## config.mk

```make
export PLATFORM = sky130hd
export DESIGN_NAME = regfile_2r1w_sweep_flat
export DESIGN_NICKNAME = d
export VERILOG_FILES = /design/src/rtl/regfile_2r1w_sweep_if.sv /design/src/rtl/regfile_2r1w_sweep.sv /design/src/flat_wrapper.sv
export SDC_FILE = /design/constraint.sdc
export NUM_CORES = 1
export LEC_CHECK = 0
export CORE_AREA = 2 2 124 126
export DETAILED_ROUTE_END_ITERATION = 8
export DIE_AREA = 0 0 126 128
export GPL_TIMING_DRIVEN = 0
export PLACE_DENSITY_LB_ADDON = 0.15
export SKIP_CTS_REPAIR_TIMING = 1
export SYNTH_ARGS = -nofsm -noshare
export SYNTH_HDL_FRONTEND = slang
export SYNTH_SLANG_ARGS = --single-unit
export TNS_END_PERCENT = 50
```

## constraint.sdc

```tcl
create_clock -name clk -period 3.4 [get_ports clk]
set_clock_uncertainty 0.15 [all_clocks]
set_input_delay 1.02 -clock clk [delete_from_list [all_inputs] [get_ports clk]]
set_output_delay 1.02 -clock clk [all_outputs]
set_load 0.1 [all_outputs]
```

## src/rtl/regfile_2r1w_sweep_if.sv

```systemverilog
// rtl/regfile_2r1w_sweep_if.sv - write/read/sweep signal bundle for regfile_2r1w_sweep
interface regfile_2r1w_sweep_if #(
  parameter int DW = 8,
  parameter int AW = 3
);
  logic          we;
  logic [AW-1:0] waddr;
  logic [DW-1:0] wdata;
  logic          re_a;
  logic [AW-1:0] raddr_a;
  logic [DW-1:0] rdata_a;
  logic          re_b;
  logic [AW-1:0] raddr_b;
  logic [DW-1:0] rdata_b;
  logic          init_req;
  logic          busy;
  logic          wr_drop;

  modport master (
    output we, waddr, wdata, re_a, raddr_a, re_b, raddr_b, init_req,
    input  rdata_a, rdata_b, busy, wr_drop
  );

  modport slave (
    input  we, waddr, wdata, re_a, raddr_a, re_b, raddr_b, init_req,
    output rdata_a, rdata_b, busy, wr_drop
  );
endinterface

```

## src/rtl/regfile_2r1w_sweep.sv

```systemverilog
// rtl/regfile_2r1w_sweep.sv - 2-read/1-write register file with write-first bypass and sweep-clear
// Optional REGFILE_ZERO_REG0_EN: entry 0 hardwired to zero, writes to it silently discarded.
module regfile_2r1w_sweep #(
  parameter int DW = 8,
  parameter int AW = 3
) (
  input  logic                   clk,
  input  logic                   clr,
  regfile_2r1w_sweep_if.slave    bus
);
  localparam int DEPTH = 1 << AW;

  typedef enum logic {IDLE, SWEEP} state_t;

  state_t        state_q, state_d;
  logic [AW-1:0] ptr_q, ptr_d;
  logic [DW-1:0] mem_q [DEPTH];
  logic [DW-1:0] mem_d [DEPTH];
  logic [DW-1:0] rdata_a_q, rdata_a_d;
  logic [DW-1:0] rdata_b_q, rdata_b_d;
  logic          wr_drop_q, wr_drop_d;
  logic          busy;
  logic          wr_ok;

  assign busy = (state_q == SWEEP);

`ifdef REGFILE_ZERO_REG0_EN
  assign wr_ok = bus.we && !busy && (bus.waddr != '0);
`else
  assign wr_ok = bus.we && !busy;
`endif

  always_comb begin
    state_d   = state_q;
    ptr_d     = ptr_q;
    mem_d     = mem_q;
    wr_drop_d = bus.we && busy;

    if (wr_ok) begin
      mem_d[bus.waddr] = bus.wdata;
    end

    case (state_q)
      IDLE: begin
        if (bus.init_req) begin
          state_d = SWEEP;
          ptr_d   = '0;
        end
      end
      SWEEP: begin
        mem_d[ptr_q] = '0;
        ptr_d        = ptr_q + AW'(1);
        if (ptr_q == AW'(DEPTH - 1)) begin
          state_d = IDLE;
        end
      end
      default: state_d = IDLE;
    endcase

`ifdef REGFILE_ZERO_REG0_EN
    mem_d[0] = '0;
`endif

    // Reading the next-state array gives write-first and sweep-first bypass for free.
    rdata_a_d = bus.re_a ? mem_d[bus.raddr_a] : rdata_a_q;
    rdata_b_d = bus.re_b ? mem_d[bus.raddr_b] : rdata_b_q;
  end

  always_ff @(posedge clk or posedge clr) begin
    if (clr) begin
      state_q   <= IDLE;
      ptr_q     <= '0;
      rdata_a_q <= '0;
      rdata_b_q <= '0;
      wr_drop_q <= 1'b0;
      for (int i = 0; i < DEPTH; i++) begin
        mem_q[i] <= '0;
      end
    end else begin
      state_q   <= state_d;
      ptr_q     <= ptr_d;
      rdata_a_q <= rdata_a_d;
      rdata_b_q <= rdata_b_d;
      wr_drop_q <= wr_drop_d;
      for (int i = 0; i < DEPTH; i++) begin
        mem_q[i] <= mem_d[i];
      end
    end
  end

  assign bus.rdata_a = rdata_a_q;
  assign bus.rdata_b = rdata_b_q;
  assign bus.busy    = busy;
  assign bus.wr_drop = wr_drop_q;
endmodule

```

## src/flat_wrapper.sv

```systemverilog
// flat-port wrapper written by rule: the top's interface ports become plain ports
module regfile_2r1w_sweep_flat 
#(
  parameter int DW = 8,
  parameter int AW = 3
)
  (clk, clr, bus_we, bus_waddr, bus_wdata, bus_re_a, bus_raddr_a, bus_re_b, bus_raddr_b, bus_init_req, bus_rdata_a, bus_rdata_b, bus_busy, bus_wr_drop);
  regfile_2r1w_sweep_if #(.DW(DW), .AW(AW)) bus_i ();
  input  logic clk;
  input  logic clr;
  input wire logic [$bits(bus_i.we)-1:0] bus_we;
  input wire logic [$bits(bus_i.waddr)-1:0] bus_waddr;
  input wire logic [$bits(bus_i.wdata)-1:0] bus_wdata;
  input wire logic [$bits(bus_i.re_a)-1:0] bus_re_a;
  input wire logic [$bits(bus_i.raddr_a)-1:0] bus_raddr_a;
  input wire logic [$bits(bus_i.re_b)-1:0] bus_re_b;
  input wire logic [$bits(bus_i.raddr_b)-1:0] bus_raddr_b;
  input wire logic [$bits(bus_i.init_req)-1:0] bus_init_req;
  output wire logic [$bits(bus_i.rdata_a)-1:0] bus_rdata_a;
  output wire logic [$bits(bus_i.rdata_b)-1:0] bus_rdata_b;
  output wire logic [$bits(bus_i.busy)-1:0] bus_busy;
  output wire logic [$bits(bus_i.wr_drop)-1:0] bus_wr_drop;
  assign bus_i.we = bus_we;
  assign bus_i.waddr = bus_waddr;
  assign bus_i.wdata = bus_wdata;
  assign bus_i.re_a = bus_re_a;
  assign bus_i.raddr_a = bus_raddr_a;
  assign bus_i.re_b = bus_re_b;
  assign bus_i.raddr_b = bus_raddr_b;
  assign bus_i.init_req = bus_init_req;
  assign bus_rdata_a = bus_i.rdata_a;
  assign bus_rdata_b = bus_i.rdata_b;
  assign bus_busy = bus_i.busy;
  assign bus_wr_drop = bus_i.wr_drop;
  regfile_2r1w_sweep #(.DW(DW), .AW(AW)) u_core (.clk(clk), .clr(clr), .bus(bus_i));
endmodule
```

# --- Word level (Yosys, flattened, before mapping) ---
# Cells that the tools add are included.
classes:
  addsub: 1
  order_cmp: 6
  n_eq_ne: 2
  muxes: 18
  bitwise_logic: 7
  n_reduce_logical: 5
ops:
  columns: ["cell", "count"]
  rows:
  - ["two-way mux 64 bit", 2]
  - ["bitwise AND 64 bit", 1]
  - ["bitwise mux 64 bit", 1]
  - ["NOT 64 bit", 1]
  - ["binary-select mux 8 bit (select 3 bit)", 2]
  - ["demux 8 bit (select 3 bit)", 2]
  - ["two-way mux 8 bit", 6]
  - [">= comparator 4 bit (second input constant)", 4]
  - ["NOT 3 -> 4 bit", 4]
  - ["less-than comparator 4 x 1 -> 1 bit (second input constant)", 2]
  - ["one-hot mux 3 bit (2 select lines)", 1]
  - ["logical AND 1 bit", 4]
  - ["adder 3 x 1 -> 3 bit (second input constant)", 1]
  - ["== test 3 bit (second input constant)", 1]
  - ["two-way mux 3 bit", 1]
  - ["two-way mux 1 bit", 2]
  - ["inequality test 2 bit (second input constant)", 1]
  - ["one-hot mux 1 bit (2 select lines)", 1]
  - ["logical NOT 1 bit", 1]
  - ["NOT 1 bit", 1]
totals:
  register_bits: 85
  in_bits: 23
  wordCells: 52

# --- Longest topological paths before layout ---
logic_depth:
  depth_word: 12
  mapped_depth: 9

# --- Least setup slack after synthesis ---
# OpenSTA, ideal clock, no wires.
synth_timing:
  path_type: "reg2reg"
  start: "reg u_core.state_q (netlist: u_core.bus.busy)"
  end: "reg u_core.rdata_b_q[3] (netlist: u_core.bus.rdata_b[3])"
  arrival_ns: 2.399
  slack_ns: 0.729
  path_stages_with_launch: 9
  period_less_slack_ns: 2.671
  path_cell_list: "dfrtp_1 buf_4 nand2b_4 nor3_2 or2_2 buf_4 o22ai_1 o221a_1 a22o_1"
synth_via:
  elab_chain_len: 8
synth_rtl:
  columns: ["element", "line", "source"]
  rows:
  - ["from (decl)", "regfile_2r1w_sweep.sv:15", "state_t state_q, state_d;"]
  - ["from (signal assigned)", "regfile_2r1w_sweep.sv:80", "state_q <= state_d;"]
  - ["logical NOT 1 bit", "regfile_2r1w_sweep.sv:30", "assign wr_ok = bus.we && !busy;"]
  - ["logical AND 1 bit", "regfile_2r1w_sweep.sv:30", null]
  - ["two-way mux 64 bit", "regfile_2r1w_sweep.sv:39", "if (wr_ok) begin"]
  - ["bitwise AND 64 bit (no source line)", null, null]
  - ["two-way mux 64 bit *", "regfile_2r1w_sweep.sv:43", "case (state_q)"]
  - ["binary-select mux 8 bit (select 3 bit) *", "regfile_2r1w_sweep.sv:66", "rdata_b_d = bus.re_b ? mem_d[bus.raddr_b] : rdata_b_q;"]
  - ["two-way mux 8 bit (not written as such) * (2 in a row)", "regfile_2r1w_sweep.sv:66", null]
  - ["to (signal assigned)", "regfile_2r1w_sweep.sv:83", "rdata_b_q <= rdata_b_d;"]
  - ["to (decl)", "regfile_2r1w_sweep.sv:20", "logic [DW-1:0] rdata_b_q, rdata_b_d;"]
# Every way passes the cells marked *; elsewhere a longest branch is shown, timed or not. The select of a mux whose other input is x is not followed.
# A chain may end at the register's enable or synchronous reset.

# --- Final worst setup path ---
layout_timing:
  start: "in bus_waddr[0]"
  end: "reg u_core.rdata_a_q[0] (netlist: u_core.bus.rdata_a[0])"
layout_via:
  elab_chain_len: 12
layout_rtl:
  columns: ["element", "line", "source"]
  rows:
  - ["from (decl)", "flat_wrapper.sv:12", "input wire logic [$bits(bus_i.waddr)-1:0] bus_waddr;"]
  - ["NOT 3 -> 4 bit (not written as such) *", "regfile_2r1w_sweep.sv:40", "mem_d[bus.waddr] = bus.wdata;"]
  - [">= comparator 4 bit (not written as such) or less-than comparator 4 x 1 -> 1 bit (tied branches)", "regfile_2r1w_sweep.sv:40", null]
  - ["logical AND 1 bit (not written as such)", "regfile_2r1w_sweep.sv:40", null]
  - ["two-way mux 8 bit (not written as such)", "regfile_2r1w_sweep.sv:40", null]
  - ["demux 8 bit (select 3 bit) *", "regfile_2r1w_sweep.sv:40", null]
  - ["bitwise mux 64 bit *", "regfile_2r1w_sweep.sv:40", null]
  - ["two-way mux 64 bit *", "regfile_2r1w_sweep.sv:39", null]
  - ["bitwise AND 64 bit (no source line)", null, null]
  - ["two-way mux 64 bit *", "regfile_2r1w_sweep.sv:43", null]
  - ["binary-select mux 8 bit (select 3 bit) *", "regfile_2r1w_sweep.sv:65", "rdata_a_d = bus.re_a ? mem_d[bus.raddr_a] : rdata_a_q;"]
  - ["two-way mux 8 bit (not written as such) * (2 in a row)", "regfile_2r1w_sweep.sv:65", null]
  - ["to (signal assigned)", "regfile_2r1w_sweep.sv:82", "rdata_a_q <= rdata_a_d;"]
  - ["to (decl)", "regfile_2r1w_sweep.sv:19", "logic [DW-1:0] rdata_a_q, rdata_a_d;"]
# Marks and branches as above.

==> out/summary.txt <==
Worst Tran Pin Value = 0.983 ns
Ports = 41
Avg Inst Size Synth = 9.81 um^2
# rows = 45
Vias per cell = 5.77
Crit. End Element = register
Max Transition Viols Final = 0
Worst-skew pair later-pin latency = 0.35 ns
Hold Path Sink = u_core.bus.rdata_b[6]$_DFFE_PP0P_
Yosys top cell by area = dfrtp_1
Primary FF master, synth = dfrtp_1
Final worst path period share = 0.945
Synth top area cells = dfrtp_1 46%, mux2i_1 10%, o221ai_1 7.1%
Wire length of the first global-routing pass = 24,400 um
Drt first pass iters = 5
R2R Path Start = u_core.ptr_q[0]$_DFFE_PP0P_
Root buf cell = clkbuf_16
Register bit total from synthesis = 85
CP Data Required Time = 3.46 ns
Max stage delay cell, worst path = clkdlybuf4s50_1
Max-Cap Viols = 0
WHS Path Cells = 1
Lkg Pwr = 2.43 nW
Share of the synthesized area in the top cell type = 0.456
Final setup violation count = 0
Inserted Diodes = 0
Max IR drop VDD = 0.299 mV
Synth async-reset ratio = 1.00
Via Count = 4,103
Hold Crit Class = register to register
Layout cells sized above 1 = 0.0880
R2R Path End = u_core.bus.rdata_b[3]$_DFFE_PP0P_
CP peak stage delay = 0.57 ns
Pin count of the biggest net entering global routing = 48
RSZ-0062 raised after global routing = no
Synth Cell Area = 4670 um^2
Worst hold margin = 0.348 ns
Cell Count, Final, Fillers Out = 711
Most frequent cell after synthesis = dfrtp_1
Initial antenna violation count = 0
R2R cell count = 6
Status = completed
Max Root-Sink Buffers = 2
ANT nets after route = 0
Post-synth EDFFs = 0
WP data arrival = 3.27 ns
Fmax = 311 MHz
Initial drt markers = 294
Core Area = 14,900 um^2
CTS tree = built
R2R Setup Slk = 0.89 ns
Starting Density = 0.314
P per Cell Area = 720 nW/um^2
DRC violations left = 0
Avg WL per Cell = 22.5 um
Top cells by count, synth = 85 x dfrtp_1, 50 x nor2_1, 48 x mux2i_1
Nets@finish = 544
Buffers plus inverters on the worst setup path = 2
GP Congestion = 0.883
Fin Setup TNS = 0 ns
Gr ovfl total = 0
Final core occ = 0.373
CTS buffer count = 9
Die height = 128 um
Hold_sp = u_core.bus.rdata_b[6]$_DFFE_PP0P_
H-tree depth = 3
Post-synthesis cell type count = 56
Clock Pin Slew Worst Setup and Hold Paths = 0.06 ns
Crit Path Category = input port to register
Yosys warns = 0
Most used cell, CP = o221ai_1
Power Total = 3.99 mW
Count of final hold-check violations = 0
Mapped Cells = 476
Dpl cells = 696
Syn Nets = 501
All-Layer GR Usage = 0.204
Period minus WS final = 3.21 ns
Area growth syn-to-layout = 18.6%
Total Wirelength = 16,000 um
I/O Buffers = 31
Vias in the first global route = 4,074
Worst-path maximum fanout = 10
Worst rel slew slack = 0.343
CP cell instances = clkdlybuf4s50_1 > nor2b_1 > buf_4 > nand2_1 > mux2i_1 > o221ai_1 > o221ai_1 > o22ai_1
Die area = 16,100 um^2
Sequential share of the synthesized area = 0.456
Clock sinks = 85
Delay-heaviest family, CP = buffers and inverters
Post-DP HPWL = 12,000 um
CP startpoint kind = input port
Die width = 126 um
[layout by cell type (no fill, tap or decap), types with 3 or more instances in the layout]
cell             instances
a21oi_1                 13
buf_2                    7
buf_4                    3
clkbuf_1                24
clkbuf_16                9
clkdlybuf4s50_1         31
dfrtp_1                 85
inv_1                   10
mux2i_1                 48
nand2_1                 33
nand2_2                  3
nand2b_1                11
nand3_1                 18
nand3b_1                 3
nor2_1                  50
nor2_4                   5
nor2b_1                  7
nor3_1                   4
nor3b_1                  4
o2111ai_1                8
o211ai_1                 5
o21ai_0                 29
o21ba_2                  3
o221ai_1                38
o22ai_1                 15
o2bb2ai_1                5
or2_2                    3
[metrics by stage]
stage / setup slack (ns) / area (um^2)
global route: 0.0399 / 5540
floorplan: 0.0365 / 4670
finish: 0.187 / 5540
CTS: 0.179 / 5540
global placement: -1.51 / 5220
detailed placement: -0.185 / 5250
[worst reg2reg max path, cell delays in order (launching register included)]
cell	delay (ns)
dfrtp_1	0.48
nand2_1	0.22
nor3b_1	0.85
a21oi_1	0.17
o22ai_1	0.17
o21ai_0	0.15
a22o_1	0.21
[where the power goes]
part | internal (mW) | switching (mW) | total (mW)
logic | 0.446 | 1.15 | 1.60
clock network | 0.607 | 0.404 | 1.01
registers | 1.27 | 0.113 | 1.38
total | 2.32 | 1.67 | 3.99
[cells by family after synthesis]
kind of cell / share of synthesized area
and+or+nand+nor: 0.185
adders and majority gates: 0.00536
muxes: 0.103
AOI/OAI and AO/OA: 0.212
buffers and inverters: 0.0391
DFF: 0.456
[worst max path at each step]
stage                      start                                 to  slack, ns  cells after the start
floorplan                    clr          u_core.bus.busy$_DFF_PP0_       0.04                      1
global placement             clr         u_core.mem_q[22]$_DFF_PP0_      -1.51                      2
detailed placement  bus_waddr[0]  u_core.bus.rdata_a[7]$_DFFE_PP0P_      -0.19                      8
CTS                 bus_waddr[0]  u_core.bus.rdata_a[7]$_DFFE_PP0P_       0.18                      8
global route        bus_waddr[0]  u_core.bus.rdata_a[7]$_DFFE_PP0P_       0.04                      8
finish              bus_waddr[0]  u_core.bus.rdata_a[0]$_DFFE_PP0P_       0.19                      8
[state kept, by name, summed over array words and instances (netlist names)]
signal	cells
u_core.ptr_q	3
u_core.bus.wr_drop	1
u_core.bus.busy	1
u_core.bus.rdata_b	8
u_core.mem_q	64
u_core.bus.rdata_a	8
[layer usage]
metal	global-route usage	vias to the layer above	share of wire
met5	0	-	0
met4	0.0976	0	0.036
met3	0.0317	35	0.058
met1	0.285	2044	0.46
met2	0.312	157	0.45
li1	-	1867	-
[layout make-up]
| type | instances | area [um^2] |
|---|---|---|
| flip-flops and latches | 85 | 2130 |
| fillers | 1509 | 9330 |
| multi-input cells | 348 | 2360 |
| plain buffers | 32 | 141 |
| inverters | 11 | 43.8 |
| repair buffers | 32 | 338 |
| clock buffers | 14 | 264 |
| clock inverters | 1 | 30.0 |
| well taps | 188 | 235 |
(Power assumes the default switching activity.)
